**src/rtl/mole_cmd_reader.sv**
```systemverilog
// Whack-a-mole command channel: snoops regfile writes to the command register, lights one lamp
// for a timed window and reports hit (with reaction time), miss, or a bad lamp index.
module mole_cmd_reader #(
  parameter int unsigned CMD_REG   = 29,
  parameter int unsigned NUM_LAMPS = 6,
  parameter int unsigned TICK_DIV  = 100000
) (
  input  logic                 clk,
  input  logic                 reset,
  input  logic                 rf_we,
  input  logic [4:0]           rf_rd,
  input  logic [31:0]          rf_data,
  input  logic [NUM_LAMPS-1:0] btn_n,
  output logic [NUM_LAMPS-1:0] lamp,
  output logic                 busy,
  output logic                 hit_pulse,
  output logic                 miss_pulse,
  output logic                 err_pulse,
  output logic [15:0]          reaction
);

  localparam int unsigned PW       = (TICK_DIV > 1) ? $clog2(TICK_DIV) : 1;
  localparam logic [PW-1:0] PS_LAST = PW'(TICK_DIV - 1);
  localparam logic [4:0]    CMD_ADDR = 5'(CMD_REG);

  typedef enum logic [1:0] {
    S_IDLE   = 2'd0,
    S_LIT    = 2'd1,
    S_RESULT = 2'd2
  } state_t;

  state_t                 state_q, state_d;
  logic [PW-1:0]          prescale_q, prescale_d;
  logic [15:0]            elapsed_q, elapsed_d;
  logic [15:0]            dur_q, dur_d;
  logic [NUM_LAMPS-1:0]   lamp_d;
  logic                   busy_d, hit_d, miss_d, err_d;
  logic [15:0]            reaction_d;
  logic [NUM_LAMPS-1:0]   btn_s1, btn_s2, btn_s3;

  logic                   cmd_c, start_c, abort_c, idx_ok_c;
  logic [2:0]             idx_c;
  logic [NUM_LAMPS-1:0]   press_c;
  logic                   hit_c, wrap_c, expire_c;
  logic                   unused_bits;

  // Command decode; ABORT overrides START when both are set
  assign cmd_c    = rf_we && (rf_rd == CMD_ADDR);
  assign start_c  = cmd_c && rf_data[31] && !rf_data[30];
  assign abort_c  = cmd_c && rf_data[30];
  assign idx_c    = rf_data[2:0];
  assign idx_ok_c = 32'(idx_c) < NUM_LAMPS;
  assign unused_bits = ^{rf_data[29:24], rf_data[7:3]};

  // Falling edge on the synchronised button; lamp is one-hot so it selects the watched button
  assign press_c  = btn_s3 & ~btn_s2;
  assign hit_c    = |(press_c & lamp);
  assign wrap_c   = (prescale_q == PS_LAST);
  assign expire_c = (dur_q == 16'd0) ||
                    (wrap_c && ((17'(elapsed_q) + 17'd1) >= 17'(dur_q)));

  always_comb begin
    state_d    = state_q;
    prescale_d = prescale_q;
    elapsed_d  = elapsed_q;
    dur_d      = dur_q;
    lamp_d     = lamp;
    busy_d     = busy;
    hit_d      = 1'b0;
    miss_d     = 1'b0;
    err_d      = 1'b0;
    reaction_d = reaction;

    case (state_q)
      S_IDLE: begin
        if (start_c) begin
          if (idx_ok_c) begin
            state_d    = S_LIT;
            dur_d      = rf_data[23:8];
            prescale_d = '0;
            elapsed_d  = '0;
            lamp_d     = NUM_LAMPS'(1) << idx_c;
            busy_d     = 1'b1;
          end else begin
            err_d = 1'b1;
          end
        end
      end

      S_LIT: begin
        prescale_d = wrap_c ? '0 : prescale_q + PW'(1);
        if (wrap_c && (elapsed_q != 16'hFFFF)) begin
          elapsed_d = elapsed_q + 16'd1;
        end
        // Hit beats expiry, expiry beats abort
        if (hit_c) begin
          state_d    = S_RESULT;
          hit_d      = 1'b1;
          reaction_d = elapsed_q;
          lamp_d     = '0;
          busy_d     = 1'b0;
        end else if (expire_c) begin
          state_d = S_RESULT;
          miss_d  = 1'b1;
          lamp_d  = '0;
          busy_d  = 1'b0;
        end else if (abort_c) begin
          state_d = S_IDLE;
          lamp_d  = '0;
          busy_d  = 1'b0;
        end
      end

      S_RESULT: begin
        state_d = S_IDLE;
      end

      default: begin
        state_d = S_IDLE;
        lamp_d  = '0;
        busy_d  = 1'b0;
      end
    endcase
  end

  always_ff @(posedge clk) begin
    if (reset) begin
      state_q    <= S_IDLE;
      prescale_q <= '0;
      elapsed_q  <= '0;
      dur_q      <= '0;
      lamp       <= '0;
      busy       <= 1'b0;
      hit_pulse  <= 1'b0;
      miss_pulse <= 1'b0;
      err_pulse  <= 1'b0;
      reaction   <= '0;
      btn_s1     <= '1;
      btn_s2     <= '1;
      btn_s3     <= '1;
    end else begin
      state_q    <= state_d;
      prescale_q <= prescale_d;
      elapsed_q  <= elapsed_d;
      dur_q      <= dur_d;
      lamp       <= lamp_d;
      busy       <= busy_d;
      hit_pulse  <= hit_d;
      miss_pulse <= miss_d;
      err_pulse  <= err_d;
      reaction   <= reaction_d;
      btn_s1     <= btn_n;
      btn_s2     <= btn_s1;
      btn_s3     <= btn_s2;
    end
  end

endmodule

```
**config.mk**
```make
export PLATFORM = sky130hd
export DESIGN_NAME = mole_cmd_reader
export DESIGN_NICKNAME = d
export VERILOG_FILES = /design/src/rtl/mole_cmd_reader.sv
export SDC_FILE = /design/constraint.sdc
export NUM_CORES = 1
export LEC_CHECK = 0
export CAP_MARGIN = 20
export CELL_PAD_IN_SITES_DETAIL_PLACEMENT = 1
export CELL_PAD_IN_SITES_GLOBAL_PLACEMENT = 1
export CORE_AREA = 2 2 108 110
export DETAILED_ROUTE_END_ITERATION = 7
export DIE_AREA = 0 0 110 112
export PLACE_DENSITY_LB_ADDON = 0.1
export SLEW_MARGIN = 20
export SYNTH_ARGS = -nofsm -noshare
export SYNTH_HDL_FRONTEND = slang
export SYNTH_SLANG_ARGS = --single-unit
```
**constraint.sdc**
```tcl
create_clock -name clk -period 3.52 [get_ports clk]
set_input_delay 0.352 -clock clk [delete_from_list [all_inputs] [get_ports clk]]
set_output_delay 0.352 -clock clk [all_outputs]
set_load 0.02 [all_outputs]
```
==> impl_summary.md <==
Placed design
The number of port buffers is 60. After legalization and detailed placement, the total HPWL measured 7.81 mm. The post-place setup slack is 0.0951 ns.

The number of placed instances, taps included, is 703. Once placement finished, the instance area stood at 5170 um2. Routability-driven placement finished with a final weighted congestion of 0.777.

Floorplan
The die covers 12,300 um2. From left edge to right edge, the die measures 110 um. After floorplanning, the core was divided into 39 placement rows. Measured along the y axis, the die boundary spans 112 um.

For this configuration, the core starts out at a cell density of 39.3%. The area of the core is 11,200 um2. During I/O placement, the number of pins put on the boundary was 72.

Timing
The number of pins exceeding their max-slew limit in the final report came to 0. The minimum clock period after layout is 3.27 ns. The ratio of final minimum period to clock period is 92.9%.

The number of hold-slack violations in the final timing report is 0. Static timing analysis puts the maximum clock frequency at 306 MHz. Setup repair after global routing could not meet its margin everywhere.

For the pin with the worst max-slew slack, the measured transition is 0.970 ns. Measured against its own limit, the worst slew margin works out to 35.2%. The setup clock skew after layout is 0.00645 ns.

The worst setup slack after layout is 0.249 ns. Setup violations remaining at the end of the flow were counted as 0.

Synth
Sequential cells were found to cover 43.3% of the synthesized design area. The synthesized netlist net count is 574. The predominant post-synthesis flop cell is sky130_fd_sc_hd__dfxtp_1. For this run, the number of Yosys warnings is 0.

After synthesis, the share of flip-flops with an asynchronous set or reset is 0%. After synthesis the cells add up to 4390 um2. The synthesized netlist contains 55 unique library cells. The gate count of the mapped netlist is 510. Each instance of the synthesized netlist takes up on average 8.62 um2. In this run, synthesis inferred 0 flip-flops with an integrated enable. The synthesis-stage register bit count is 95.

Global route
The via count of the first global-routing pass is 3,788. The first-pass GRT wire length is 18.3 mm. The total overflow left after global routing is 0. Entering global routing, the biggest net connects 44 pins. The number of antenna violations at the first check in global routing is 0.

The total routing resource utilization after global routing is 18.9%.

Pwr
For this design the static power due to leakage is 2.15 nW. The maximum resistive drop on vdd is 260 uV. The power per standard cell area is 413 nW/um2.

Run status
The flow ran to the end, and the final reports show no timing, DRC or antenna violations.

CTS
The clock transition at the registers of the reported paths is 0.07 ns. The longest clock path from root to sink contains 2 buffers. CTS built an H-tree with a depth of 3. TritonCTS created 9 clock buffers. The source-to-sink clock delay at the later pin of the worst-skew pair is 0.35 ns. After clock tree synthesis, the setup repair step added 0 buffers. The root buffer cell is sky130_fd_sc_hd__clkbuf_16. The clock tree from TritonCTS is done.

The clock net in this run drives a total of 95 sinks.

Hold path
The type of the worst min-delay path is flip-flop to flip-flop. The worst hold path endpoint is btn_s2[4]. Along the worst hold path, the cell count comes to 1. The hold path startpoint is btn_s1[4].

Setup path
The kind of cell adding the most delay to the critical path is compound AO/OA/AOI/OAI gates. The cell at the slowest stage of the critical path is sky130_fd_sc_hd__dfxtp_1. In this run the number of cells on the critical path is 12.

The endpoint required time on the critical path is 3.79 ns. The signal on the critical path passes through ha_1 -> nand3_1 -> nor2_4 -> and2_1 -> xor2_1 -> ha_1 -> and2_1 -> a221o_1 -> a221o_1 -> o31ai_2 -> a31oi_4 -> o21ai_0. The worst setup path is launched from a flip-flop. Data arrives at the worst endpoint at 3.54 ns. In this run the worst path has a maximum fanout of 6. The worst register-to-register path has a depth of 12. The endpoint of the worst register-to-register path is lamp[3].

The worst reg-to-reg setup slack is 0.25 ns. The largest single stage delay on the critical path is 0.40 ns. The capturing element type of the critical path is a flip-flop. The worst flop-to-flop path startpoint is elapsed_q[1]. The worst setup path is of the flip-flop to flip-flop kind. The number of buffer and inverter instances along the worst setup path is 0.

Finish
The layout overhead on the synthesized area is 26.1%. In the final design database the tool counted 635 nets. The finished layout holds 719 standard cells, fillers aside. The ratio of cells with drive above 1 in the final layout is 11.1%.

For this run, the share of the core covered by cells in the final layout is 49.6%. The count of antenna diodes in the layout is 0. The final non-filler cell area is 5540 um2.

Drt
The first routing iteration left 168 violations. The via density per instance is 5.17. The routed layout has 3,716 vias.

The final layout contains routed wiring with a total length of 11.0 mm. For this run, the detailed router's first-pass iteration total came to 4. Once detail routing completed, the nets flagged for antenna violations numbered 0.

For this run, design rule violations remaining after detail routing come to 0. Dividing the detail-routed wire length by the instance count gives 15.3 um.

Flow run
The number of maximum-capacitance violations is 0.
[state kept, by name (all words and copies together) (netlist names)]
register    count
reaction       16
prescale_q     17
miss_pulse      1
dur_q          16
btn_s2          6
elapsed_q      16
state_q         2
btn_s1          6
hit_pulse       1
lamp            6
busy            1
btn_s3          6
err_pulse       1
[power by group]
group	total, W	internal, W	switching, W
Clock	0.00113	0.000695	0.000431
Combinational	0.0000757	0.0000439	0.0000318
Sequential	0.00109	0.00108	0.00000261
[layout make-up]
class	count	area (um2)
clock inverters	7	121
flip-flops and latches	95	1900
repair buffers	76	716
clock buffers	9	225
multi-input cells	364	2300
well taps	143	179
fillers	1315	5640
inverters	25	93.8
[Yosys cell counts (10+ instances only)]
master,count,area [um2]
sky130_fd_sc_hd__xnor2_1,10,87.6
sky130_fd_sc_hd__dfxtp_1,95,1900
sky130_fd_sc_hd__nand3_1,26,130
sky130_fd_sc_hd__xor2_1,17,149
sky130_fd_sc_hd__a21oi_1,36,180
sky130_fd_sc_hd__mux2i_1,17,170
sky130_fd_sc_hd__clkbuf_1,20,75.1
sky130_fd_sc_hd__nand2_1,67,251
sky130_fd_sc_hd__inv_1,25,93.8
sky130_fd_sc_hd__nand4_1,11,68.8
sky130_fd_sc_hd__ha_1,18,225
sky130_fd_sc_hd__nor2_1,45,169
sky130_fd_sc_hd__or2_2,20,125
[repair_timing]
item,CTS,global route
gates resized for setup,0,5
hold buffers,0,0
endpoints found under the setup margin,0,9
[cell families after synthesis]
kind of cell / synth area share (%)
buffers and inverters: 4.95
DFF: 43.3
adders and majority gates: 5.13
AOI/OAI and AO/OA: 10.5
muxes: 3.87
xor gates and xnor gates: 5.38
and+or+nand+nor: 26.9
[per-layer routing]
metal	wire length [um]	vias to the layer above	track usage, %
li1	-	1873	-
met1	5060	1794	23.5
met2	5580	42	32.4
met3	268	7	4.10
met4	112	0	5.65
met5	0	-	0
[worst max path at each step]
stage                       startpoint  endpoint  slack [ns]
final                     elapsed_q[1]   lamp[3]        0.25
after global routing      elapsed_q[1]   lamp[3]       -0.01
after CTS                 elapsed_q[1]   lamp[2]        0.06
after detailed placement  elapsed_q[1]   lamp[2]         0.1
after global placement    elapsed_q[1]   lamp[4]        0.22
after floorplan           elapsed_q[0]   lamp[4]        0.26
[layout by cell type (no fill, tap or decap), types with 16 or more instances in the layout]
cell	Yosys	final
sky130_fd_sc_hd__a21oi_1	36	36
sky130_fd_sc_hd__dfxtp_1	95	95
sky130_fd_sc_hd__nand2_1	67	67
sky130_fd_sc_hd__clkdlybuf4s50_1	0	59
sky130_fd_sc_hd__nor2_1	45	44
sky130_fd_sc_hd__nand3_1	26	26
sky130_fd_sc_hd__mux2i_1	17	17
sky130_fd_sc_hd__or2_2	20	20
sky130_fd_sc_hd__buf_4	1	16
sky130_fd_sc_hd__ha_1	18	18
sky130_fd_sc_hd__xor2_1	17	17
sky130_fd_sc_hd__inv_1	25	25
[metrics by stage]
step                power (W)  TNS (ns)  hold WS [ns]
global route          0.00237   -0.0112         0.430
floorplan             0.00114         0         0.389
CTS                   0.00231         0         0.417
finish                0.00229         0         0.414
global placement      0.00118         0         0.392
detailed placement    0.00119         0         0.398
[worst reg2reg max path, stage by stage, from the launching register on]
cell and delay (ns):
sky130_fd_sc_hd__dfxtp_1 0.40, sky130_fd_sc_hd__ha_1 0.19, sky130_fd_sc_hd__nand3_1 0.15, sky130_fd_sc_hd__nor2_4 0.18
sky130_fd_sc_hd__and2_1 0.20, sky130_fd_sc_hd__xor2_1 0.19, sky130_fd_sc_hd__ha_1 0.26, sky130_fd_sc_hd__and2_1 0.17
sky130_fd_sc_hd__a221o_1 0.29, sky130_fd_sc_hd__a221o_1 0.39, sky130_fd_sc_hd__o31ai_2 0.39, sky130_fd_sc_hd__a31oi_4 0.18
sky130_fd_sc_hd__o21ai_0 0.19
No activity file was read; power rests on OpenSTA's default activity.
